### src/rtl/coeff_frame_loader.sv
// coeff_frame_loader: receives a framed 5x5 FIR kernel over a byte stream,
// verifies its XOR checksum, buffers it, then replays it as addr/data pairs.
//
// Ports:
//   clk, rst                   clock, asynchronous active-high reset
//   rx_data/rx_valid/rx_ready  incoming byte stream (valid/ready)
//   filter_addr[_valid/_ready] coefficient index channel (zero-extended)
//   filter_data[_valid/_ready] coefficient value channel (sign-extended)
//   busy                       high in any state other than IDLE
//   load_done                  one-cycle pulse after the last pair
//   frame_err                  one-cycle pulse on checksum mismatch
module coeff_frame_loader #(
    parameter int         NUM_COEFF = 25,
    parameter logic [7:0] SYNC_BYTE = 8'hA5
) (
    input  logic        clk,
    input  logic        rst,
    input  logic [7:0]  rx_data,
    input  logic        rx_valid,
    output logic        rx_ready,
    output logic [31:0] filter_addr,
    output logic        filter_addr_valid,
    input  logic        filter_addr_ready,
    output logic [31:0] filter_data,
    output logic        filter_data_valid,
    input  logic        filter_data_ready,
    output logic        busy,
    output logic        load_done,
    output logic        frame_err
);

    localparam int KW = $clog2(NUM_COEFF);
    localparam int CW = KW + 1;

    typedef enum logic [2:0] {
        IDLE,
        RECV,
        CHECK,
        SEND,
        DONE
    } state_t;

    state_t        state;
    logic [CW-1:0] cnt;
    logic [7:0]    csum;
    logic [KW-1:0] idx;
    logic [KW-1:0] nidx;
    logic [15:0]   shadow [NUM_COEFF];
    logic          a_fin;
    logic          d_fin;

    function automatic logic [31:0] sext(input logic [15:0] c);
        return {{16{c[15]}}, c};
    endfunction

    assign rx_ready = (state == IDLE) || (state == RECV) || (state == CHECK);
    assign busy     = (state != IDLE);
    assign nidx     = idx + KW'(1);

    // A channel counts as finished for the current pair if it already
    // handshook earlier (valid dropped) or is handshaking this cycle.
    assign a_fin = !filter_addr_valid || filter_addr_ready;
    assign d_fin = !filter_data_valid || filter_data_ready;

    // Shadow buffer: plain storage, contents irrelevant after reset.
    always_ff @(posedge clk) begin
        if (state == RECV && rx_valid) begin
            if (cnt[0])
                shadow[cnt[CW-1:1]][7:0] <= rx_data;
            else
                shadow[cnt[CW-1:1]][15:8] <= rx_data;
        end
    end

    always_ff @(posedge clk or posedge rst) begin
        if (rst) begin
            state             <= IDLE;
            cnt               <= '0;
            csum              <= '0;
            idx               <= '0;
            filter_addr       <= '0;
            filter_addr_valid <= 1'b0;
            filter_data       <= '0;
            filter_data_valid <= 1'b0;
            load_done         <= 1'b0;
            frame_err         <= 1'b0;
        end else begin
            load_done <= 1'b0;
            frame_err <= 1'b0;
            unique case (state)
                IDLE: begin
                    if (rx_valid && rx_data == SYNC_BYTE) begin
                        state <= RECV;
                        cnt   <= '0;
                        csum  <= '0;
                    end
                end
                RECV: begin
                    if (rx_valid) begin
                        csum <= csum ^ rx_data;
                        cnt  <= cnt + CW'(1);
                        if (cnt == CW'(2 * NUM_COEFF - 1))
                            state <= CHECK;
                    end
                end
                CHECK: begin
                    if (rx_valid) begin
                        if (rx_data == csum) begin
                            state             <= SEND;
                            idx               <= '0;
                            filter_addr       <= '0;
                            filter_data       <= sext(shadow[0]);
                            filter_addr_valid <= 1'b1;
                            filter_data_valid <= 1'b1;
                        end else begin
                            frame_err <= 1'b1;
                            state     <= IDLE;
                        end
                    end
                end
                SEND: begin
                    if (a_fin && d_fin) begin
                        if (idx == KW'(NUM_COEFF - 1)) begin
                            filter_addr_valid <= 1'b0;
                            filter_data_valid <= 1'b0;
                            load_done         <= 1'b1;
                            state             <= DONE;
                        end else begin
                            idx               <= nidx;
                            filter_addr       <= {{(32 - KW){1'b0}}, nidx};
                            filter_data       <= sext(shadow[nidx]);
                            filter_addr_valid <= 1'b1;
                            filter_data_valid <= 1'b1;
                        end
                    end else begin
                        if (filter_addr_valid && filter_addr_ready)
                            filter_addr_valid <= 1'b0;
                        if (filter_data_valid && filter_data_ready)
                            filter_data_valid <= 1'b0;
                    end
                end
                DONE: begin
                    state <= IDLE;
                end
                default: begin
                    state <= IDLE;
                end
            endcase
        end
    end

endmodule

### config.mk
export PLATFORM = sky130hd
export DESIGN_NAME = coeff_frame_loader
export DESIGN_NICKNAME = d
export VERILOG_FILES = /design/src/rtl/coeff_frame_loader.sv
export SDC_FILE = /design/constraint.sdc
export NUM_CORES = 1
export LEC_CHECK = 0
export CAP_MARGIN = 40
export CORE_ASPECT_RATIO = 0.6
export CORE_MARGIN = 3
export CORE_UTILIZATION = 50
export CTS_CLUSTER_SIZE = 24
export DETAILED_ROUTE_END_ITERATION = 6
export GPL_TIMING_DRIVEN = 0
export PLACE_DENSITY = 0.68
export SYNTH_ARGS = -nofsm -noshare
export SYNTH_HDL_FRONTEND = slang
export SYNTH_SLANG_ARGS = --single-unit
### constraint.sdc
create_clock -name clk -period 5.14 [get_ports clk]
set_clock_uncertainty 0.15 [all_clocks]
set_input_delay 1.028 -clock clk [delete_from_list [all_inputs] [get_ports clk]]
set_output_delay 1.028 -clock clk [all_outputs]
set_load 0.1 [all_outputs]
# Yosys cells after proc, flatten, opt, wreduce, memory -nomap -nowiden
# Memories as Yosys holds them, arrays and structs flattened.
# Index checks and enable logic that the tools add are counted.
[word_totals]
word_cells = 101
output_inout_bits = 70
in_bits = 13
ram_bits = 400
reg_bits = 90
mem_count = 1
[mem_list]
columns = ["memory", "depth", "word_bits", "read_ports", "rd_ports_with_merged_regs", "wr", "line", "text"]
rows = [
  ["shadow", 25, 16, 2, 0, 1, "48", "logic [15:0] shadow [NUM_COEFF];"],
]
[op_classes]
mux = 50
reduce_logical = 20
bitwise_logic = 1
n_eq_ne = 17
n_addsub = 2
[ops]
columns = ["op", "n"]
rows = [
  ["32-bit two-way mux", 8],
  ["32-bit case mux with 2 select lines", 2],
  ["5-bit two-way mux", 4],
  ["1-bit two-way mux", 19],
  ["3-bit two-way mux", 6],
  ["8-bit two-way mux", 2],
  ["8-bit case mux with 2 select lines", 1],
  ["6-bit two-way mux", 2],
  ["3-bit case mux with 4 select lines", 1],
  ["6-bit case mux with 2 select lines", 1],
  ["2-bit != test (second input constant)", 5],
  ["5-bit case mux with 2 select lines", 1],
  ["8-bit == test", 1],
  ["8-bit == test (second input constant)", 1],
  ["4-bit AND reduction", 2],
  ["8-bit bitwise XOR", 1],
  ["6-bit by 1-bit adder with 6-bit output (second input constant)", 1],
  ["3-bit by 2-bit == test with 1-bit output (second input constant)", 2],
  ["6-bit == test (second input constant)", 1],
  ["2-bit by 1-bit != test with 1-bit output (second input constant)", 3],
  ["3-bit != test (second input constant)", 2],
  ["6-bit AND reduction", 1],
  ["5-bit by 1-bit adder with 5-bit output (second input constant)", 1],
  ["5-bit == test (second input constant)", 1],
  ["11 further kinds", 21],
]

# Logic depth before layout (Yosys ltp)
# Gate-level depths: netlist (run 1).
[logic_depth]
depth_word = 5
mapped_depth = 15
ltp_nobuf = 7

# Worst setup path before layout (run 1)
# No wires, ideal clock.
[synth_timing]
path_type = "reg-to-reg"
from = "register, netlist name filter_addr[0]"
to = "register filter_data[14]"
t_required_ns = 4.860
path_buffers = 7
slack_ns = 1.382
synth_period_minus_slack_ns = 3.758
setup_time_ns = 0.130
arrival_ns = 3.478
path_stages_with_launch = 15
path_cell_list = "dfrtp_1 > buf_6 > buf_12 > buf_4 > buf_6 > inv_1 > ha_1 > buf_6 > clkbuf_4 > clkbuf_1 > mux4_2 > mux2i_1 > mux2i_1 > a222oi_1 > o21ai_1"
[synth_rtl]
columns = ["element", "line", "text"]
rows = [
  ["end signal, assigned", "112", "filter_data <= sext(shadow[0]);"],
  ["end signal, assigned", "131", "filter_data <= sext(shadow[nidx]);"],
  ["end, declared", "24", "output logic [31:0] filter_data,"],
]

==> results of run 1 <==
registers in the layout, summed over array words and instances (netlist names):
name	count
cnt	6
csum	8
filter_addr	5
filter_addr_valid	1
filter_data	16
filter_data_valid	1
frame_err	1
load_done	1
shadow	400
state	3
final cells by class:
cell class,instances,area (µm²),share of cell area
Sequential cell,442,13100,0.604
Inverter,8,30.0,0.00139
Buffer,99,698,0.0323
Timing Repair Buffer,116,1460,0.0673
Clock inverter,23,139,0.00642
Clock buffer,47,1010,0.0465
Multi-Input combinational cell,484,4650,0.215
Antenna cell,1,2.50,0.000116
Tap cell,467,584,0.0270
cell usage after synthesis (3+ instances only):
library cell	n	area (µm²)
sky130_fd_sc_hd__clkbuf_4	4	30.0
sky130_fd_sc_hd__nor2b_1	4	25.0
sky130_fd_sc_hd__xor2_1	5	43.8
sky130_fd_sc_hd__mux4_1	48	1260
sky130_fd_sc_hd__o211ai_1	7	52.6
sky130_fd_sc_hd__clkbuf_1	12	45.0
sky130_fd_sc_hd__or2_2	3	18.8
sky130_fd_sc_hd__a222oi_1	7	70.1
sky130_fd_sc_hd__buf_2	16	80.1
sky130_fd_sc_hd__or3b_2	3	26.3
sky130_fd_sc_hd__or3_1	3	18.8
sky130_fd_sc_hd__o31ai_1	4	30.0
sky130_fd_sc_hd__a211oi_1	17	128
sky130_fd_sc_hd__nor2_1	80	300
sky130_fd_sc_hd__o21a_1	8	60.1
sky130_fd_sc_hd__xnor2_1	9	78.8
sky130_fd_sc_hd__and2_1	10	62.6
sky130_fd_sc_hd__o21ai_1	7	35.0
sky130_fd_sc_hd__a21oi_1	6	30.0
sky130_fd_sc_hd__o21ai_0	22	110
sky130_fd_sc_hd__edfxtp_1	400	12000
sky130_fd_sc_hd__dfrtp_1	42	1050
sky130_fd_sc_hd__nand3b_1	4	30.0
sky130_fd_sc_hd__buf_4	51	383
sky130_fd_sc_hd__buf_6	11	124
sky130_fd_sc_hd__nand2_1	59	221
sky130_fd_sc_hd__buf_1	3	11.3
sky130_fd_sc_hd__o32a_1	9	90.1
sky130_fd_sc_hd__a311oi_1	8	70.1
sky130_fd_sc_hd__nand3_1	14	70.1
sky130_fd_sc_hd__inv_1	8	30.0
sky130_fd_sc_hd__mux2i_1	32	320
sky130_fd_sc_hd__ha_1	4	50.1
sky130_fd_sc_hd__nor3_1	11	55.1
sky130_fd_sc_hd__mux4_2	48	1080
critical path, stage by stage, from the launching register on:
cell	delay, ns
sky130_fd_sc_hd__dfrtp_1	0.44
sky130_fd_sc_hd__buf_6	0.22
sky130_fd_sc_hd__buf_12	0.16
sky130_fd_sc_hd__buf_4	0.29
sky130_fd_sc_hd__buf_6	0.24
sky130_fd_sc_hd__inv_1	0.06
sky130_fd_sc_hd__ha_1	0.29
sky130_fd_sc_hd__buf_6	0.14
sky130_fd_sc_hd__clkbuf_4	0.22
sky130_fd_sc_hd__clkbuf_1	0.60
sky130_fd_sc_hd__mux4_1	0.47
sky130_fd_sc_hd__mux2i_1	0.24
sky130_fd_sc_hd__mux2i_1	0.11
sky130_fd_sc_hd__a222oi_1	0.47
sky130_fd_sc_hd__o21ai_1	0.13
metal layers:
metal / vias up / global-route usage / routed length, µm
li1: 4346 / - / -
met1: 5197 / 0.363 / 20300
met2: 506 / 0.325 / 19100
met3: 58 / 0.0889 / 5390
met4: 0 / 0.0485 / 731
met5: - / 0 / 0
power by group:
group          internal [mW]  total [mW]  switching, mW
sequential              4.09        4.25          0.160
clock                   1.45        2.74           1.29
combinational           2.24        5.70           3.46
total                   7.79        12.7           4.90
through the flow:
| step | worst slack [ns] | instances |
|---|---|---|
| after floorplan | 1.38 | 1033 |
| after global placement | -0.0965 | 1555 |
| after detailed placement | 0.645 | 1615 |
| after CTS | 0.627 | 1685 |
| after global routing | 0.488 | 1686 |
| final | 0.734 | 1687 |
cells by family (layout without fill, tap and decap cells):
logic type,after synthesis,after routing
multiplexers,128,128
adder cells (fa/ha/maj),4,4
AO/OA/AOI/OAI,104,104
other,1,28
buffers and inverters,107,293
XOR/XNOR,15,15
AND/OR/NAND/NOR,206,206
flip-flops,442,442
how the worst max path moves through the flow:
| stage | from | endpoint | slack [ns] |
|---|---|---|---|
| after global routing | filter_addr[0] | filter_data[30] | 0.49 |
| after floorplan | filter_addr[0] | filter_data[14] | 1.38 |
| after global placement | rx_data[4] | filter_data[0] | -0.1 |
| after detailed placement | filter_addr[0] | filter_data[30] | 0.64 |
| after CTS | filter_addr[0] | filter_data[30] | 0.63 |
| final | filter_addr[0] | filter_data[30] | 0.73 |
==> impl_results.rst, run 1 <==
.. list-table::
   :header-rows: 1

   * - Metric
     - Value
   * - Headroom to the max-slew limit
     - 0.359
   * - Vertical die dimension
     - 154 µm
   * - Antenna viol nets, final
     - 0
   * - FF-to-FF Start
     - filter_addr[0]
   * - Worst R2R End
     - filter_data[30]
   * - Launch point of the worst hold path
     - csum[0]
   * - Overall fraction of global-route tracks in use
     - 0.237
   * - Slew of the pin with the lowest slew margin
     - 0.957 ns
   * - Horizontal die dimension
     - 253 µm
   * - Commonest non-fill, non-tap cells in the layout
     - 400 x sky130_fd_sc_hd__edfxtp_1, 80 x sky130_fd_sc_hd__nor2_1, 59 x sky130_fd_sc_hd__buf_4, 59 x sky130_fd_sc_hd__nand2_1
   * - Synth Instances
     - 1007
   * - Final global-route overflow total
     - 0
   * - # IOs
     - 83
   * - Status
     - finished, final reports clean
   * - Simple-gate share of the synthesized area
     - 0.0519
   * - Clock latency on the worst-skew pair
     - 0.54 ns
   * - Number of enable-type register cells in the synthesized netlist
     - 400
   * - Cell area after placement
     - 20500 µm²
   * - Category of the worst setup path launch point
     - flop
   * - IR drop worst, VDD
     - roughly 0.00034 V
   * - Worst setup EP type
     - flop
   * - Dominant combinational cell family by area after synthesis
     - multiplexers
   * - Port Buffer Count
     - 55
   * - Top FF cell, synth
     - sky130_fd_sc_hd__edfxtp_1
   * - Total power
     - between 10 and 15 mW
   * - Post-Syn Area per Cell
     - between 15 and 20 µm²
   * - Routability congestion estimate
     - between 0.9 and 1
   * - Total wire length after detailed routing
     - 45500 µm
   * - Ys Warns
     - 0
   * - Number of hold buffers added after cts
     - 0
   * - Number of buffers created by CTS
     - 39
   * - Max-cap violations
     - 0
   * - Post-synthesis register bit count
     - 442
   * - Post-CTS Setup Bufs
     - 0
   * - Clock net sink count
     - 442
   * - Leak pwr
     - 7.45 nW
   * - Count of cells along the worst hold path
     - 1
   * - Fraction of final layout cells sized beyond drive strength 1
     - 0.219
   * - Average routed wire per standard cell
     - 27.0 µm
   * - Fin crit share
     - 0.857
   * - Hold WS
     - roughly 0.35 ns
   * - Proportion of synthesized flip-flops having asynchronous set or reset
     - 0.0950
   * - Final HPWL from detailed placement
     - 31400 µm
   * - Placeable Area
     - ~36000 µm²
   * - Most frequent standard cell in the layout excluding fill and tap cells
     - sky130_fd_sc_hd__edfxtp_1
   * - Number of vias after detailed routing
     - slightly above 10000
   * - Synthesized-area fraction occupied by adder cells
     - 0.00273
   * - Initial antenna violation count
     - 0
   * - Number of cells traversed by the worst register-to-register path
     - 14
   * - Post-CTS resize count
     - 0
   * - Floorplan die area
     - 39100 µm²
   * - Final count of hold timing violations
     - 0
   * - Worst-path clk slew
     - 0.07 ns
   * - Remaining DRCs
     - 0
   * - RSZ-0062 raised after global routing
     - no
   * - Global-route wire length before repair
     - about 66000 µm
   * - Area of all placed cells without fillers
     - between 20000 and 25000 µm²
   * - Part of the Yosys area used for sequential elements
     - 0.712
   * - Share of the core filled with cells
     - 0.607
   * - Number of global-route vias before repair
     - 9794
   * - Number of buffers between clock root and the deepest sink
     - 3
   * - CTS Root Cell
     - sky130_fd_sc_hd__clkbuf_16
   * - Clock tree from TritonCTS
     - yes
   * - Netlist area before placement
     - roughly 18000 µm²
   * - F_max
     - 227 MHz
   * - Largest net degree at the start of global routing
     - 43
   * - Area fraction in compound gates after synthesis
     - 0.0408
   * - Worst reg-to-reg setup slack
     - 0.73 ns
   * - Area growth from synthesis to layout
     - 17.9%
   * - Pins Over Slew Limit
     - 0
   * - Power per unit of standard cell area
     - 587 nW/µm²
   * - Destination of the worst hold path
     - csum[0]
   * - Xor and xnor area share after synthesis
     - 0.00757
   * - Type of the most critical hold path
     - reg2reg
   * - Count of TritonRoute iterations in the first routing pass
     - 6
   * - H-tree lvl count
     - 2
   * - Minimum clock period after layout
     - 4.41 ns
   * - Final Setup Violations
     - 0
   * - Multiplexer share of the synthesized area
     - 0.145
   * - Post-layout nets
     - 1207
   * - Maximum fanout encountered on the critical timing path
     - 10
   * - Number of distinct library cells after synthesis
     - 57
   * - Required arrival time at the worst endpoint
     - around 5.4 ns
   * - Post-route setup TNS
     - 0 ns
   * - Crit path DAT
     - 4.66 ns
   * - Drt first-iter violations
     - 1376
   * - Starting Density
     - 0.515
   * - Category of the most critical setup path
     - reg2reg
   * - Via-to-Cell Ratio
     - around 6.0
   * - Fill cell count
     - ~2500
   * - Number of cell rows
     - 53
Power figures use the tool's default switching activity.
==> run 2: changes to the inputs <==
--- a/config.mk
+++ b/config.mk
@@ -11,8 +11,9 @@
 export CORE_UTILIZATION = 50
 export CTS_CLUSTER_SIZE = 24
 export DETAILED_ROUTE_END_ITERATION = 6
+export DONT_BUFFER_PORTS = 1
+export GPL_ROUTABILITY_DRIVEN = 0
 export GPL_TIMING_DRIVEN = 0
-export PLACE_DENSITY = 0.68
 export SYNTH_ARGS = -nofsm -noshare
 export SYNTH_HDL_FRONTEND = slang
 export SYNTH_SLANG_ARGS = --single-unit
==> impl_results.rst, run 2 (synthesized netlist as in run 1, its figures left out) <==
.. list-table::
   :header-rows: 1

   * - Metric
     - Value
   * - Minimum clock period after layout
     - 4.69 ns (+0.282 ns)
   * - Count of TritonRoute iterations in the first routing pass
     - 7 (+1)
   * - Clock tree from TritonCTS
     - yes
   * - Fill cell count
     - 2616 (+3.6%)
   * - Starting Density
     - 0.515 (unchanged)
   * - Via-to-Cell Ratio
     - 6.13 (+2.4%)
   * - Net switching fraction of the power
     - 0.387 (+0.000972)
   * - Worst-path clk slew
     - 0.07 ns (about the same)
   * - Global routing usage on met2
     - 0.323 (-0.00169)
   * - Category of the worst setup path launch point
     - flop
   * - Overall fraction of global-route tracks in use
     - 0.243 (+0.00674)
   * - Post-CTS Setup Bufs
     - 0 (unchanged)
   * - Internal power
     - 7.77 mW (-0.27%)
   * - Category of the most critical setup path
     - reg2reg
   * - Combinational cell fraction of total power
     - 0.412 (-0.037)
   * - Fin crit share
     - 0.912 (+0.0548)
   * - Share of the core filled with cells
     - 0.591 (-0.0167)
   * - Number of global-route vias before repair
     - 9554 (-2.5%)
   * - Clock net sink count
     - 442 (unchanged)
   * - Final HPWL from detailed placement
     - 30700 µm (-2.4%)
   * - Clock latency on the worst-skew pair
     - 0.56 ns (+0.02 ns)
   * - Floorplan die area
     - 39100 µm² (unchanged)
   * - Post-CTS resize count
     - 0 (unchanged)
   * - Total wire length after detailed routing
     - 46800 µm (+2.8%)
   * - Post-route setup TNS
     - 0 ns (unchanged)
   * - Met3 layer usage reported by global route
     - 0.0795 (-0.00941)
   * - Final Setup Violations
     - 0 (unchanged)
   * - IR drop worst, VDD
     - 0.000521 V (+53%)
   * - Most heavily used metal layer in global routing
     - met1
   * - Net switching power
     - 4.91 mW (+0.14%)
   * - CTS Root Cell
     - sky130_fd_sc_hd__clkbuf_16
   * - Largest stage delay on the critical path
     - 0.62 ns (+0.02 ns)
   * - Placeable Area
     - 35600 µm² (unchanged)
   * - Met1 Track Usage GR
     - 0.389 (+0.0260)
   * - # IOs
     - 83 (unchanged)
   * - Antenna cells
     - 0 (-1)
   * - Final count of hold timing violations
     - 0 (unchanged)
   * - Fraction of final layout cells sized beyond drive strength 1
     - 0.206 (-0.0133)
   * - Commonest non-fill, non-tap cells in the layout
     - 400 x sky130_fd_sc_hd__edfxtp_1, 80 x sky130_fd_sc_hd__nor2_1, 59 x sky130_fd_sc_hd__nand2_1, 56 x sky130_fd_sc_hd__buf_4
   * - Maximum fanout encountered on the critical timing path
     - 10 (unchanged)
   * - Remaining DRCs
     - 0 (unchanged)
   * - Slew of the pin with the lowest slew margin
     - 0.917 ns (-0.0391 ns)
   * - RSZ-0062 raised after global routing
     - no
   * - Final global-route overflow total
     - 0 (unchanged)
   * - Pins Over Slew Limit
     - 0 (unchanged)
   * - Number of buffers between clock root and the deepest sink
     - 3 (unchanged)
   * - F_max
     - 213 MHz (-6.0%)
   * - Initial antenna violation count
     - 0 (unchanged)
   * - Most numerous cell on the critical path
     - sky130_fd_sc_hd__buf_6
   * - Antenna viol nets, final
     - 0 (unchanged)
   * - Number of cell rows
     - 53 (unchanged)
   * - Leak pwr
     - 7.17 nW (-3.7%)
   * - Number of flip-flops in the largest register
     - 400 (unchanged)
   * - Max-cap violations
     - 0 (unchanged)
   * - Headroom to the max-slew limit
     - 0.385 (+0.0262)
   * - Crit-path cells
     - buf_6, buf_12, buf_4, buf_6, inv_1, ha_1, buf_6, clkbuf_4, clkbuf_1, mux4_1, mux2i_1, mux2i_1, a222oi_1, o21ai_1
   * - Port Buffer Count
     - 0 (-100%)
   * - Worst R2R End
     - filter_data[30]
   * - Post-layout nets
     - 1127 (-6.6%)
   * - Crit path launch
     - filter_addr[0]
   * - Worst reg-to-reg setup slack
     - 0.45 ns (-0.28 ns)
   * - Drt first-iter violations
     - 1151 (-16%)
   * - Number of buffers created by CTS
     - 42 (+7.7%)
   * - Status
     - finished, final reports clean
   * - H-tree lvl count
     - 2 (unchanged)
   * - Crit path DAT
     - 4.95 ns (+0.29 ns)
   * - Power per unit of standard cell area
     - 602 nW/µm² (+2.7%)
   * - Number of cells traversed by the worst register-to-register path
     - 14 (unchanged)
   * - Average routed wire per standard cell
     - 29.1 µm (+7.8%)
   * - Vertical die dimension
     - 154 µm (unchanged)
   * - Global-route wire length before repair
     - 67600 µm (+2.0%)
   * - Largest net degree at the start of global routing
     - 55 (+28%)
   * - Worst setup EP type
     - flop
   * - FF-to-FF Start
     - filter_addr[0]
   * - Sequential cell fraction of total power
     - 0.348 (+0.013)
   * - Number of vias after detailed routing
     - 9869 (-2.4%)
   * - Most frequent standard cell in the layout excluding fill and tap cells
     - sky130_fd_sc_hd__edfxtp_1
   * - Slowest stage cell, crit path
     - sky130_fd_sc_hd__clkbuf_1
   * - Required arrival time at the worst endpoint
     - 5.40 ns (about the same)
   * - Area growth from synthesis to layout
     - 14.7%
   * - Type of the most critical hold path
     - in2async
   * - Power share of the clock group
     - 0.240 (+0.024)
   * - Horizontal die dimension
     - 253 µm (unchanged)
   * - Number of hold buffers added after cts
     - 0 (unchanged)
==> run 2: cell count changes in the layout (fill, tap and decap cells not counted), sizes merged, moves of 2 or more <==
cell,change
clkbuf,+9
buf,-36
bufinv,+2
clkinv,-6
clkdlybuf4s50,-47
==> run 2: worst max path at each step <==
stage	endpoint	slack [ns]	cells past startpoint
6_report	filter_data[30]	0.45	14
5_1_grt	filter_data[30]	0.34	14
4_1_cts	filter_data[30]	0.42	14
3_5_place_dp	filter_data[30]	0.44	14
3_3_place_gp	filter_data[30]	-0.08	14
2_1_floorplan	filter_data[14]	1.38	14
==> run 2: power by group through the flow <==
| stage | logic, mW | clock network, mW | registers, mW |
|---|---|---|---|
| after floorplan | 3.05 | 0 | 4.90 |
| after global placement | 4.13 | 0 | 4.97 |
| after detailed placement | 5.20 | 0 | 4.49 |
| after CTS | 5.21 | 3.08 | 4.42 |
| after global routing | 5.44 | 3.23 | 4.43 |
| final | 5.22 | 3.04 | 4.41 |
==> run 2: final cells by class <==
type	count	area [µm²]	share of cell area
multi-input combinational	484	4660	0.221
buffer	99	698	0.0332
clock buffer	56	1130	0.0539
sequential	442	13100	0.621
tap	467	584	0.0278
timing repair buffer	33	688	0.0327
inverter	8	30.0	0.00143
clock inverter	20	183	0.00868
==> run 2: per-stage QoR <==
| step | instance area (µm²) | cells | setup WS [ns] | power, mW | hold WS (ns) |
|---|---|---|---|---|---|
| after floorplan | 18400 | 1033 | 1.38 | 7.95 | 0.321 |
| after global placement | 19000 | 1500 | -0.0838 | 9.10 | 0.339 |
| after detailed placement | 19700 | 1532 | 0.440 | 9.69 | 0.348 |
| after CTS | 21000 | 1608 | 0.416 | 12.7 | 0.135 |
| after global routing | 21000 | 1609 | 0.339 | 13.1 | 0.147 |
| final | 21000 | 1609 | 0.452 | 12.7 | 0.141 |
==> run 2: layer usage <==
metal  share of wire  wire (µm)
met5               0          0
met1            0.46      21700
met2            0.41      19300
met4           0.018        856
met3            0.11       4940
==> run 2: worst max-delay path, delay by kind of cell, from the launching register on <==
kind / cells / cell delay [ns]
AOI/OAI and AO/OA: 2 / 0.71
adders and majority gates: 1 / 0.30
buffers and inverters: 8 / 2.00
DFF: 1 / 0.51
muxes: 3 / 0.85
==> run 3: changes to the inputs <==
--- a/config.mk
+++ b/config.mk
@@ -5,6 +5,7 @@
 export SDC_FILE = /design/constraint.sdc
 export NUM_CORES = 1
 export LEC_CHECK = 0
+export ABC_CLOCK_PERIOD_IN_PS = 5190
 export CAP_MARGIN = 40
 export CORE_ASPECT_RATIO = 0.6
 export CORE_MARGIN = 3
==> constraint.sdc (replaced) <==
create_clock -name clk -period 5.19 [get_ports clk]
set_clock_uncertainty 0.15 [all_clocks]
set_input_delay 1.038 -clock clk [delete_from_list [all_inputs] [get_ports clk]]
set_output_delay 1.038 -clock clk [all_outputs]
set_load 0.1 [all_outputs]
==> results of run 3 <==
The final DEF is identical to that of run 2. Status: finished, final reports clean.
Among the figures that moved: setup slack after placement 0.440 ns -> 0.490 ns; setup slack after layout 0.452 ns -> 0.502 ns; hold slack 0.141 ns -> 0.151 ns; register-to-register setup slack 0.45 ns -> 0.50 ns; total power 12.7 mW -> 12.6 mW; worst IR drop on VDD 0.000521 V -> 0.000516 V
